## config.mk

```make
export PLATFORM = sky130hd
export DESIGN_NAME = pwm_decoder
export DESIGN_NICKNAME = d
export VERILOG_FILES = /design/src/rtl/pwm_decoder.sv
export SDC_FILE = /design/constraint.sdc
export NUM_CORES = 1
export LEC_CHECK = 0
export CAP_MARGIN = 10
export CORE_AREA = 2 2 44 86
export CTS_CLUSTER_DIAMETER = 30
export DETAILED_ROUTE_END_ITERATION = 7
export DIE_AREA = 0 0 46 88
export HOLD_SLACK_MARGIN = 0.1
export PLACE_DENSITY = 0.63
export SYNTH_ARGS = -nofsm -noshare
export SYNTH_HDL_FRONTEND = slang
export SYNTH_SLANG_ARGS = --single-unit
```

## constraint.sdc

```tcl
create_clock -name clk -period 2.5 [get_ports clk]
set_input_delay 0.5 -clock clk [delete_from_list [all_inputs] [get_ports clk]]
set_output_delay 0.5 -clock clk [all_outputs]
set_load 0.1 [all_outputs]
```

## src/rtl/pwm_decoder.sv

```systemverilog
// pwm_decoder: recovers the duty (high cycles per period) of an asynchronous PWM input,
// tracking period conformance and reporting static (non-toggling) levels as 0 or 15.
module pwm_decoder #(
  parameter int PERIOD = 16,
  parameter int TOL    = 0
) (
  input  logic       clk,
  input  logic       rst,
  input  logic       pwm_in,
  output logic [3:0] value,
  output logic       valid,
  output logic       locked,
  output logic       err
);
  localparam int PMAX = PERIOD + TOL + 1;
  localparam int PW   = $clog2(PMAX + 1);
  localparam int HW   = $clog2(PERIOD + 1);
  localparam int SW   = $clog2(PERIOD);
  typedef enum logic {ACQUIRE, TRACK} state_t;
  state_t          state_q, state_d;
  logic            meta_q, s_q, s_dly_q;
  logic [PW-1:0]   per_q, per_d;
  logic [HW-1:0]   hi_q, hi_d;
  logic [SW-1:0]   stb_q, stb_d;
  logic [3:0]      value_q, value_d;
  logic            valid_q, valid_d, locked_q, locked_d, err_q, err_d;
  logic            rise, edg, stat, conform, short_p;
  assign rise    = s_q & ~s_dly_q;
  assign edg     = s_q ^ s_dly_q;
  assign stat    = !edg && stb_q == SW'(PERIOD - 1);
  assign conform = per_q >= PW'(PERIOD - TOL) && per_q <= PW'(PERIOD + TOL);
  assign short_p = per_q < PW'(PERIOD - TOL);
  assign value   = value_q;
  assign valid   = valid_q;
  assign locked  = locked_q;
  assign err     = err_q;
  always_comb begin
    per_d    = rise ? PW'(1) : (per_q == PW'(PMAX) ? per_q : per_q + PW'(1));
    hi_d     = rise ? HW'(1) : ((s_q && hi_q != HW'(PERIOD)) ? hi_q + HW'(1) : hi_q);
    stb_d    = (edg || stat) ? '0 : stb_q + SW'(1);
    state_d  = state_q;
    value_d  = value_q;
    valid_d  = 1'b0;
    err_d    = 1'b0;
    locked_d = locked_q;
    if (stat) begin
      state_d  = ACQUIRE;
      value_d  = s_q ? 4'hf : 4'h0;
      valid_d  = 1'b1;
      locked_d = 1'b1;
    end else if (rise) begin
      state_d  = TRACK;
      // an acquiring rise only establishes the reference point
      value_d  = (state_q == TRACK && conform) ? ((int'(hi_q) > 15) ? 4'hf : 4'(hi_q)) : value_q;
      valid_d  = state_q == TRACK && conform;
      err_d    = state_q == TRACK && short_p;
      locked_d = state_q == TRACK ? conform : locked_q;
    end else if (state_q == TRACK && per_d == PW'(PMAX)) begin
      state_d  = ACQUIRE;
      locked_d = 1'b0;
    end
  end
  always_ff @(posedge clk or posedge rst) begin
    if (rst) begin
      meta_q   <= 1'b0;
      s_q      <= 1'b0;
      s_dly_q  <= 1'b0;
      per_q    <= '0;
      hi_q     <= '0;
      stb_q    <= '0;
      state_q  <= ACQUIRE;
      value_q  <= 4'h0;
      valid_q  <= 1'b0;
      locked_q <= 1'b0;
      err_q    <= 1'b0;
    end else begin
      meta_q   <= pwm_in;
      s_q      <= meta_q;
      s_dly_q  <= s_q;
      per_q    <= per_d;
      hi_q     <= hi_d;
      stb_q    <= stb_d;
      state_q  <= state_d;
      value_q  <= value_d;
      valid_q  <= valid_d;
      locked_q <= locked_d;
      err_q    <= err_d;
    end
  end
endmodule

```

==> impl_results.md, run 1 <==
- Status: complete, no violations
- Most frequent cell after synthesis: dfrtp_1
- FFs w/ async S/R, synth: 100%
- Layout cells sized above 1: 14.8%
- Synthesis Warnings: 0
- Critical-path top delay cell: dfrtp_1
- Worst EP arrival: 2.43 ns
- Grt ovf: 0
- Final number of hold-violating endpoints: 0
- Die ar.: 0.00405 sq mm
- Num ports: 10
- Yosys cell types: 36
- Die width: 46 microns
- Crit. End Element: register
- Final Max Slew Viols: 0
- Final wirelength: 2550 microns
- Crit path launch: per_q[1]$_DFF_PP0_
- Largest net degree at the start of global routing: 26
- Initial Util: 38.3%
- Cell internal pwr: 780 uW
- Post-Syn Area: 0.00129 sq mm
- VDD IR max: 0.492 mV
- Final setup vio count: 0
- Post-CTS sizing: 0
- DP HPWL: 1910 microns
- Setup TNS Final: 0 ns
- Root buffer cell: clkbuf_8
- Filler cells: 341
- CTS Buf Count: 3
- Synth area leaders: dfrtp_1, ha_1, inv_1, nand2_1, nor2_1
- Crit start category: register
- CTS tree: yes
- Vias/cell: 5.62
- Number of global-route vias before repair: 958
- Clk_lat worst skew: 0.27 ns
- Min Clock Period, post-route: 2.26 ns
- Clock tree buffer depth: 2
- I/O Buffers: 9
- Mapped Cells: 122
- R2R cell count: 7
- Initial antenna violation count: 0
- # rows: 30
- Setup Fix Bufs, Post-CTS: 0
- Reg power frac: 45.1%
- R2R Setup Slk: 0.24 ns
- Post-route DRC: 0
- DR WL/cell: 15.3 microns
- Comb pwr share: 35.9%
- CP endpoint: state_q$_DFFE_PP0P_
- Fin crit share: 90.5%
- WP data required: 2.67 ns
- Clock Skew: 0.00571 ns
- Clock sinks: 25
- Post-CTS Hold Buffers: 0
- Worst-margin pin slew: 0.540 ns
- Sw Share: 40.7%
- Critical setup path kind: register to register
- First DRT Iteration DRCs: 13
- CP Max Fanout: 6
- Leakage Power: 0.703 nW
- RSZ-0062 raised after global routing: no
- Total chip power: 1.31 mW
- Switching power: 535 uW
- Clock-pin slew on the worst setup and hold paths: 0.10 ns
- List of most frequent post-synthesis cells: dfrtp_1, inv_1, nand2_1, nor2_1, ha_1
- Routability cong.: 0.756
- CTS H-tree depth: 1
- Max-Cap Viols: 0
- Ys flop type: dfrtp_1
- Router iterations before antenna repair: 4
- R2R Path End: state_q$_DFFE_PP0P_
- Synth Register Bits: 25
- Max_slew headroom: 64.0%
- Routed vias: 939
- Synthesized Nets: 135
- Clock Power Share: 19.1%
- All-Layer GR Usage: 14.9%
- Post-synth top area share: 48.4%
- Share of the yosys chip area belonging to registers: 48.4%
- Cells along the critical path: inv_1, ha_1, and4bb_4, or3_4, a2111oi_4, a21oi_2, mux2_4
- Hold Crit Class: register to register
- Number of synthesized flops with an enable pin: 0
- Final ANT Viol Nets: 0
- Critical Path Max Stage Delay: 0.44 ns
- Nets: 149
- Max Clock Freq: 442 MHz
- Reg-to-reg startpoint: per_q[1]$_DFF_PP0_
- Die height: 88 microns
- Avg Cell Area, Syn: 10.6 sq um
- Core area: 0.00338 sq mm
- First-pass GRT wire length: 4370 microns
- Antenna fix cells: 0
- Area grow syn2layout: 12.8%
- Top cell type by total area after synthesis: dfrtp_1
- Cell Pwr Density: 902 mW/mm^2
## worst min-delay path by stage
stage                     slack (ns)              from             to  cells after the start
after floorplan                 0.33  meta_q$_DFF_PP0_  s_q$_DFF_PP0_                      0
after global placement          0.33  meta_q$_DFF_PP0_  s_q$_DFF_PP0_                      0
after detailed placement        0.34  meta_q$_DFF_PP0_  s_q$_DFF_PP0_                      0
after CTS                       0.37  meta_q$_DFF_PP0_  s_q$_DFF_PP0_                      0
after global routing            0.39  meta_q$_DFF_PP0_  s_q$_DFF_PP0_                      0
final                           0.37  meta_q$_DFF_PP0_  s_q$_DFF_PP0_                      0
## routing by layer
layer / track usage, % / wire length, microns / up-vias
met3: 2.47 / 41 / 8
li1: - / - / 451
met4: 8.05 / 100 / 0
met5: 0 / 0 / -
met2: 24.7 / 1430 / 13
met1: 17.6 / 983 / 467
## through the flow
stage                     utilization, %  hold WS [ns]  instances  instance area, sq um  worst slack, ns
final                               43.1         0.367        167                  1460            0.238
after global routing                43.1         0.389        167                  1460            0.161
after CTS                           43.1         0.367        167                  1460            0.235
after detailed placement            41.7         0.342        163                  1410            0.245
after global placement              41.7         0.333        163                  1410            0.342
after floorplan                        -         0.331        122                  1290            0.384
## state kept, by name, indices dropped and copies added, names as in the netlist
signal and cells:
hi_q 5, per_q 5, stb_q 4, value 4, err 1, locked 1, meta_q 1, s_dly_q 1
s_q 1, state_q 1, valid 1
## cell families after synthesis
group           synth area share [%]
compound gates                  14.8
xor+xnor                        5.42
fa+ha+maj                       9.68
buf+inv                         4.07
flops                           48.4
mux                             1.94
simple gates                    15.7
## placed cells by master (no fill, tap or decap), types with 2 or more instances in the layout
cell type / Yosys / layout
a21oi_1: 3 / 3
and3_1: 2 / 2
buf_4: 0 / 8
clkbuf_8: 0 / 3
clkdlybuf4s50_1: 0 / 2
dfrtp_1: 25 / 25
ha_1: 10 / 10
inv_1: 13 / 13
nand2_1: 11 / 11
nand3_1: 5 / 5
nand4_1: 2 / 2
nor2_1: 11 / 11
o21ai_1: 5 / 5
o22ai_1: 4 / 4
xnor2_1: 4 / 4
xor2_1: 4 / 4
## power groups by stage
stage / logic [mW] / registers [mW] / clock network [mW]
2_1_floorplan: 0.285 / 0.664 / 0
3_3_place_gp: 0.449 / 0.595 / 0
3_5_place_dp: 0.473 / 0.600 / 0
4_1_cts: 0.477 / 0.592 / 0.254
5_1_grt: 0.526 / 0.608 / 0.278
6_report: 0.471 / 0.593 / 0.251
## layout make-up
type	count	area, sq um	share of cell area, %
flip-flops and latches	25	626	42.9
multi-input cells	83	614	42.1
repair buffers	10	80.1	5.49
inverters	13	48.8	3.35
clock buffers	3	41.3	2.83
well taps	32	40.0	2.75
clock inverters	1	7.51	0.515
## critical path: cells and delay by family (launching register included)
| kind | cells | cell delay (ns) |
|---|---|---|
| and+or+nand+nor | 2 | 0.58 |
| muxes | 1 | 0.31 |
| adders and majority gates | 1 | 0.21 |
| buffers and inverters | 1 | 0.10 |
| DFF | 1 | 0.44 |
| AOI/OAI and AO/OA | 2 | 0.52 |
No activity file was read; power rests on OpenSTA's default activity.
==> run 2, diff against run 1 <==
CAP_MARGIN = 20   (was 10)
==> results of run 2 <==
Same layout as run 1: the final DEF is identical, and so are final timing and power.
==> run 3, diff against run 2 <==
GPL_ROUTABILITY_DRIVEN = 0   (was not set)
==> results of run 3 <==
Same layout as run 1: the final DEF is identical, and so are final timing and power.
